## src/rtl/ib.sv

```systemverilog
// ib: two-VC router input buffer. Each VC has its own DEPTH-entry flit FIFO.
// A packet controller picks a VC holding a head flit, requests the crossbar
// port named in the head, then streams the packet until its tail. Every freed
// FIFO entry is returned upstream as a one-cycle credit pulse.
module ib #(
  parameter int DATAW = 31,
  parameter int VCHW  = 0,
  parameter int PORTW = 2,
  parameter int PORT  = 4,
  parameter int DEPTH = 4
) (
  input  logic             clk,
  input  logic             rst_,
  input  logic [DATAW:0]   in_data,
  input  logic             in_valid,
  input  logic [VCHW:0]    in_vch,
  output logic             ocredit,
  output logic [VCHW:0]    ocredit_vch,
  output logic [DATAW:0]   cb_data,
  output logic             cb_valid,
  output logic [VCHW:0]    cb_vch,
  output logic [PORTW:0]   cb_port,
  output logic             cb_req,
  input  logic [PORT:0]    cb_grt,
  output logic             err
);
  localparam int NVC = 2;
  localparam int AW  = (DEPTH > 1) ? $clog2(DEPTH) : 1;
  localparam int CW  = $clog2(DEPTH + 1);
  localparam int VW  = VCHW + 1;
  localparam int PW  = PORTW + 1;

  typedef enum logic [1:0] {IDLE = 2'd0, REQ = 2'd1, XFER = 2'd2} state_t;
  state_t state, state_nxt;

  logic [NVC-1:0][DATAW:0] front;
  logic [NVC-1:0]          nempty, full, push, pop;
  logic                    in_vc, rr_ptr, vc_sel;
  logic [PORTW:0]          port_reg;
  logic                    cand_any, cand_vc, cand_ok;
  logic [31:0]             cand_dest;
  logic                    grt_hit, start, discard, xfer_tail, ovf;

  // Two VCs only, so the low VC-ID bit selects the FIFO.
  assign in_vc = in_vch[0];

  // Per-VC flit FIFO; a push into a full FIFO is accepted only if the
  // same edge also pops it.
  for (genvar v = 0; v < NVC; v++) begin : g_vc
    logic [DATAW:0] mem [DEPTH];
    logic [AW-1:0]  wp, rp;
    logic [CW-1:0]  cnt;

    assign front[v]  = mem[rp];
    assign nempty[v] = (cnt != '0);
    assign full[v]   = (cnt == CW'(DEPTH));
    assign push[v]   = in_valid && (in_vc == 1'(v)) && (!full[v] || pop[v]);

    // Storage array: contents are don't-care while empty, so no reset.
    always_ff @(posedge clk) begin
      if (push[v]) mem[wp] <= in_data;
    end

    // Pointers wrap modulo DEPTH; occupancy tracks push minus pop.
    always_ff @(posedge clk or posedge rst_) begin
      if (rst_) begin
        wp  <= '0;
        rp  <= '0;
        cnt <= '0;
      end else begin
        if (push[v]) wp <= (wp == AW'(DEPTH - 1)) ? '0 : wp + 1'b1;
        if (pop[v])  rp <= (rp == AW'(DEPTH - 1)) ? '0 : rp + 1'b1;
        cnt <= cnt + CW'(push[v]) - CW'(pop[v]);
      end
    end
  end

  // Idle-time candidate: pointer VC first, else the other VC; it is only
  // startable when its front flit is a head with a reachable destination.
  always_comb begin
    cand_any  = nempty[rr_ptr] | nempty[~rr_ptr];
    cand_vc   = nempty[rr_ptr] ? rr_ptr : ~rr_ptr;
    cand_dest = 32'(front[cand_vc][PORTW:0]);
    cand_ok   = front[cand_vc][DATAW-1] && (cand_dest <= 32'(PORT));
  end

  // Grant bit of the latched port, written as a compare loop so the port
  // field width need not match the grant vector index width.
  always_comb begin
    grt_hit = 1'b0;
    for (int p = 0; p <= PORT; p++)
      if (port_reg == PW'(p)) grt_hit = cb_grt[p];
  end

  // State register.
  always_ff @(posedge clk or posedge rst_) begin
    if (rst_) state <= IDLE;
    else      state <= state_nxt;
  end

  // Next-state: start on a good head, leave REQ on grant, finish on tail pop.
  always_comb begin
    state_nxt = state;
    case (state)
      IDLE:    if (start) state_nxt = REQ;
      REQ:     if (xfer_tail) state_nxt = IDLE;
               else if (grt_hit) state_nxt = XFER;
      XFER:    if (xfer_tail) state_nxt = IDLE;
      default: state_nxt = IDLE;
    endcase
  end

  // Outputs and pop control. Data leaves only while granted and the selected
  // FIFO holds a flit; an empty FIFO mid-packet just produces a bubble.
  always_comb begin
    cb_req   = 1'b0;
    cb_port  = '0;
    cb_vch   = '0;
    cb_valid = 1'b0;
    cb_data  = '0;
    start    = 1'b0;
    discard  = 1'b0;
    pop      = '0;
    case (state)
      IDLE: begin
        if (cand_any) begin
          start        = cand_ok;
          discard      = !cand_ok;
          pop[cand_vc] = !cand_ok;
        end
      end
      REQ, XFER: begin
        cb_req      = 1'b1;
        cb_port     = port_reg;
        cb_vch      = VW'(vc_sel);
        cb_valid    = grt_hit && nempty[vc_sel];
        cb_data     = cb_valid ? front[vc_sel] : '0;
        pop[vc_sel] = cb_valid;
      end
      default: ;
    endcase
  end

  assign xfer_tail = cb_valid && front[vc_sel][DATAW];
  assign ovf       = in_valid && full[in_vc] && !pop[in_vc];

  // Packet context, round-robin pointer, sticky error and registered credit.
  always_ff @(posedge clk or posedge rst_) begin
    if (rst_) begin
      rr_ptr      <= 1'b0;
      vc_sel      <= 1'b0;
      port_reg    <= '0;
      err         <= 1'b0;
      ocredit     <= 1'b0;
      ocredit_vch <= '0;
    end else begin
      if (start) begin
        vc_sel   <= cand_vc;
        port_reg <= front[cand_vc][PORTW:0];
      end
      if (xfer_tail) rr_ptr <= ~rr_ptr;
      if (ovf || discard) err <= 1'b1;
      ocredit     <= |pop;
      ocredit_vch <= VW'(pop[1]);
    end
  end

endmodule

```

## config.mk

```make
export PLATFORM = sky130hd
export DESIGN_NAME = ib
export DESIGN_NICKNAME = d
export VERILOG_FILES = /design/src/rtl/ib.sv
export SDC_FILE = /design/constraint.sdc
export NUM_CORES = 1
export LEC_CHECK = 0
export BUFFER_PORTS_ARGS = -buffer_cell sky130_fd_sc_hd__buf_2
export CAP_MARGIN = 5
export CORE_ASPECT_RATIO = 0.8
export CORE_MARGIN = 2
export CORE_UTILIZATION = 41
export CTS_CLUSTER_SIZE = 16
export DETAILED_ROUTE_END_ITERATION = 16
export GPL_ROUTABILITY_DRIVEN = 0
export GPL_TIMING_DRIVEN = 0
export HOLD_SLACK_MARGIN = 0.03
export PLACE_DENSITY = 0.69
export SLEW_MARGIN = 20
export SYNTH_ARGS = -nofsm -noshare
export SYNTH_HDL_FRONTEND = slang
export SYNTH_SLANG_ARGS = --single-unit
```

## constraint.sdc

```tcl
create_clock -name clk -period 6.4 [get_ports clk]
set_input_delay 1.28 -clock clk [delete_from_list [all_inputs] [get_ports clk]]
set_output_delay 1.28 -clock clk [all_outputs]
set_load 0.03 [all_outputs]
```

After elaboration in Yosys (flattened, before gate mapping)
Memories as Yosys holds them, arrays and structs flattened.
Cells that the tools add are included.
Storage, ports and cells
  register bits: 24
  memory bits (writable): 256
  input bits: 41
  output and inout bits: 41
  word-level logic and storage cells: 125
  memories kept: 2
Memories
  g_vc[0].mem: depth 4, width 32, rd ports 1, clocked after memory_dff 0, wr ports 1, line 50  | logic [DATAW:0] mem [DEPTH];
  g_vc[1].mem: depth 4, width 32, rd ports 1, clocked after memory_dff 0, wr ports 1, line 50
Cells by class
  $add $sub $neg: 8
  magnitude comparators: 8
  eq/ne operators: 15
  mux-type cells: 49
  bitwise operators: 5
  reduce and logical (&&, ||, !) cells: 25
Operator list (number)
  32-bit two-way mux: 4
  31-bit two-way mux: 2
  1-bit two-way mux: 29
  2-bit two-way mux: 9
  1-bit logical AND: 11
  2-bit == test (second input constant): 5
  1-bit by 2-bit < comparator with 1-bit output (second input constant): 5
  3-bit == test (second input constant): 3
  2-bit by 1-bit adder with 2-bit output (second input constant): 4
  3-bit by 1-bit adder with 3-bit output: 2
  3-bit by 2-bit == test with 1-bit output (second input constant): 2
  2-bit case mux with 3 select lines: 1
  3-bit nonzero test: 2
  3-bit by 1-bit subtractor with 3-bit output: 2
  2-bit bitwise AND: 2
  1-bit zero test: 4
  2-bit != test (second input constant): 2
  2-bit case mux with 2 select lines: 1
  2-bit OR reduction: 2
  3-bit by 1-bit == test with 1-bit output (second input constant): 1
  3-bit <= comparator (second input constant): 1
  3-bit zero test: 1
  1-bit logical OR: 3
  3-bit two-way mux: 1
  8 further kinds: 11

Longest topological paths before layout
  word-level depth: 17
  gate-level depth with buffers: 13
  depth with buffers taken out: 13

Worst setup path before layout
OpenSTA, ideal clock, no wires.
  kind: input-to-output
  start: in cb_grt[3]
  end: out cb_data[11]
  arrival: 2.529 ns
  data required time: 5.120 ns
  path slack: 2.591 ns
  stages: 5
  buffers on the path: 1
  cells stage by stage: mux2i_1 > o21ai_0 > nand4_1 > clkbuf_1 > a21oi_1
Between the ends
  cells in the longest elaborated chain, start to end: 5
RTL lines
  start, declared: line 24  | input logic [PORT:0] cb_grt,
  1-bit two-way mux (2 in a row): line 92  | if (port_reg == PW'(p)) grt_hit = cb_grt[p];
  1-bit logical AND: line 136  | cb_valid = grt_hit && nempty[vc_sel];
  32-bit two-way mux: line 137  | cb_data = cb_valid ? front[vc_sel] : '0;
  32-bit two-way mux: line 124  | case (state)
  end, declared: line 19  | output logic [DATAW:0] cb_data,
No other way between the ends.

Final worst setup path
  start: reg g_vc[1].rp[1]
  end: out cb_data[9]
Between the ends
  cells in the longest elaborated chain, start to end: 5
RTL lines
  start, declared: line 51  | logic [AW-1:0] wp, rp;
  start signal, assigned: line 72  | if (pop[v]) rp <= (rp == AW'(DEPTH - 1)) ? '0 : rp + 1'b1;
  memory read 4 x 32 bit
  32-bit two-way mux (implied by the code) (2 in a row): line 137
  32-bit two-way mux: line 137
  32-bit two-way mux: line 124
No other way between the ends. The select of a mux whose other input is x is not followed.

==> tab_implementation.tex <==
\begin{tabular}{lr}
\hline
Metric & Value \\
\hline
\multicolumn{2}{l}{\textbf{Place}} \\
Cells after DPL & 1060 \\
DP Wirelength & 15400 um \\
Quantity of I/O buffers inserted on ports & 81 \\
Worst slack at placement & 1.91 ns \\
Dpl cell area & 12400 um2 \\
\multicolumn{2}{l}{\textbf{Run}} \\
Max-cap check violation count & 0 \\
\multicolumn{2}{l}{\textbf{Drt}} \\
DRC marker count from the first detailed-route iteration & 523 \\
Via count normalized by instance count & 5.28 \\
DRT Wirelength & 23900 um \\
Number of detailed-routing iterations run before antenna repair & 4 \\
Routed via count & 5876 \\
Post-detailed-route DRC marker count & 0 \\
Routed len/inst & 21.5 um \\
Number of nets still failing antenna checks after routing & 0 \\
\multicolumn{2}{l}{\textbf{GRT}} \\
GRT Residual Overflow & 0 \\
Global-route wire length before repair & 36800 um \\
Total routing resource utilization after global routing & 0.168 \\
Maximum number of pins on one net before global-route repair & 25 \\
Number of global-route vias before repair & 6118 \\
Initial antenna violation count & 4 \\
\multicolumn{2}{l}{\textbf{Yosys}} \\
Ys async rst share & 0.0857 \\
Synthesis Warnings & 0 \\
Number of library cell types mapped by synthesis & 49 \\
Part of the Yosys area used for sequential elements & 0.730 \\
Cells after synthesis & 607 \\
Post-Synthesis Net Count & 668 \\
Top FF cell, synth & edfxtp\_1 \\
Register bit count reported by yosys & 280 \\
Post-synth EDFFs & 256 \\
Mapped Avg Cell Area & 18.7 um2 \\
Cell area after synthesis & 11400 um2 \\
\multicolumn{2}{l}{\textbf{STA}} \\
Setup\_tns & 0 ns \\
Clock skew after layout & 0.00904 ns \\
Final Hold Fails & 0 \\
Final max-slew violation count & 0 \\
Final worst hold slack & 0.528 ns \\
Clock period minus final worst setup slack & 4.54 ns \\
Unrepaired setup endpoints after global routing & no \\
PnR worst setup slack & 1.86 ns \\
Achievable clock frequency & 0.220 GHz \\
Setup violation total in the final timing report & 0 \\
Normalized max-slew margin & 0.408 \\
Share of the cycle needed by the critical path after routing & 0.710 \\
Slew at the pin closest to its max-slew limit & 0.889 ns \\
\multicolumn{2}{l}{\textbf{Layout}} \\
Most common cell after layout, fill and taps aside & edfxtp\_1 \\
FILL cells & 2232 \\
Final non-filler cell total & 1113 \\
Max reg flops & 256 \\
Registers with the most flip-flops & g\_vc.mem: 256 flops, g\_vc.cnt: 6 flops \\
Share of the core filled with cells & 0.490 \\
Most frequent cells in the layout & edfxtp\_1, buf\_2, nand2\_1 \\
Layout cells sized above 1 & 0.304 \\
Final Instance Area & 13300 um2 \\
Final layout net count & 786 \\
Synth-to-layout area growth & 17.6\% \\
Register containing the most flip-flops in the final layout & g\_vc.mem \\
\multicolumn{2}{l}{\textbf{Power and ir drop}} \\
Leakage component of the power & 4.70 nW \\
Highest ir drop seen on vdd & 0.259 mV \\
Power Dens Cells & 476 nW/um2 \\
Final Total Pwr & 6.35 mW \\
\multicolumn{2}{l}{\textbf{Worst setup path}} \\
Maximum fanout encountered on the critical timing path & 10 \\
Setup crit start kind & flop \\
Critical setup path kind & reg2out \\
Data arrival at the endpoint of the critical path & 3.26 ns \\
Critical path endpoint category & output port \\
Data required time at the worst endpoint & 5.12 ns \\
\multicolumn{2}{l}{\textbf{Floorplan}} \\
Core Rows & 54 \\
Core area & 27200 um2 \\
Chip height & 153 um \\
Initial core utilization & 0.417 \\
Area of the die & 29000 um2 \\
I/O pins & 82 \\
Width of the chip & 190 um \\
\multicolumn{2}{l}{\textbf{Worst hold path}} \\
Tightest Hold Check Type & reg2reg \\
\multicolumn{2}{l}{\textbf{Clock network}} \\
CTS clk-pin slew, worst paths & 0.07 ns \\
Post-CTS Setup Repair Bufs & 0 \\
CTS tree & built \\
Clk\_lat worst skew & 0.53 ns \\
Clk buf depth & 3 \\
Quantity of gates resized following cts & 0 \\
Quantity of hold-fixing buffers added after cts & 0 \\
Clock H-tree levels & 1 \\
Clk Tree Root Cell & clkbuf\_16 \\
CTS sink cnt & 280 \\
TritonCTS Buffers & 27 \\
\multicolumn{2}{l}{\textbf{Outcome}} \\
Result of the run & finished clean \\
\hline
\end{tabular}
==> worst max-delay path, stage by stage, from the launching register on <==
cell	delay, ns
dfrtp_1	0.56
clkbuf_1	0.59
buf_1	0.66
mux4_2	0.33
nand2_1	0.05
a21oi_1	0.27
buf_2	0.26
==> cells by family (layout without fill, tap and decap cells) <==
family	count (synthesis)	count (layout)	synth area share
flops	280	280	0.730
simple gates	117	117	0.0483
mux	81	81	0.145
compound gates	58	58	0.0322
buf+inv	46	185	0.0177
fa+ha+maj	20	20	0.0234
xor+xnor	5	5	0.00386
other cells	0	3	0
==> layer usage <==
layer  GRT usage  routed length (um)  vias to the layer above  part of all wire
li1            -                   -                     2634                 -
met3      0.0372                1730                       46             0.072
met2       0.256               10800                      184              0.45
met1       0.250               10900                     3010              0.45
met4      0.0388                 528                        2             0.022
met5           0                  12                        -           0.00050
==> final cells by class <==
cell class,instances,area (um2),share of cell area
inverters,21,78.8,0.00591
diodes,3,7.51,0.000562
clock buffers,31,711,0.0532
well taps,364,455,0.0341
repair buffers,89,581,0.0435
plain buffers,25,124,0.00928
multi-input cells,281,2870,0.215
flip-flops and latches,280,8290,0.621
clock inverters,19,229,0.0172
==> path summary, 6_finish.rpt <==
path	startpoint	end	slack, ns	cells after the start
worst min register to register	err	err	0.53	2
worst max register to register	g_vc[1].cnt[2]	g_vc[0].cnt[2]	3.10	12
worst min-delay path	err	err	0.53	2
max in group asynchronous	rst_	g_vc[0].cnt[0]	5.21	2
worst max-delay path	g_vc[1].rp[1]	cb_data[9]	1.86	6
min in group asynchronous	rst_	ocredit	0.80	2
==> cells in the mapped netlist, types with 4 or more instances <==
cell type	number	area (um2)
a21oi_1	32	160
and2_1	14	87.6
buf_2	5	25.0
clkbuf_1	14	52.6
dfrtp_1	24	601
edfxtp_1	256	7690
ha_1	18	225
inv_1	20	75.1
mux2_1	8	90.1
mux2_4	4	60.1
mux2i_1	5	50.1
mux4_2	64	1440
nand2_1	74	278
nand3_1	4	20.0
nand4_1	4	25.0
nor2_1	8	30.0
o21ai_0	4	20.0
==> power by group <==
group | switching [mW] | internal [mW] | total [mW]
combinational | 1.36 | 0.912 | 2.27
clock | 0.670 | 1.00 | 1.67
sequential | 0.130 | 2.28 | 2.41
Note: power is estimated with default switching activity, not from simulation.
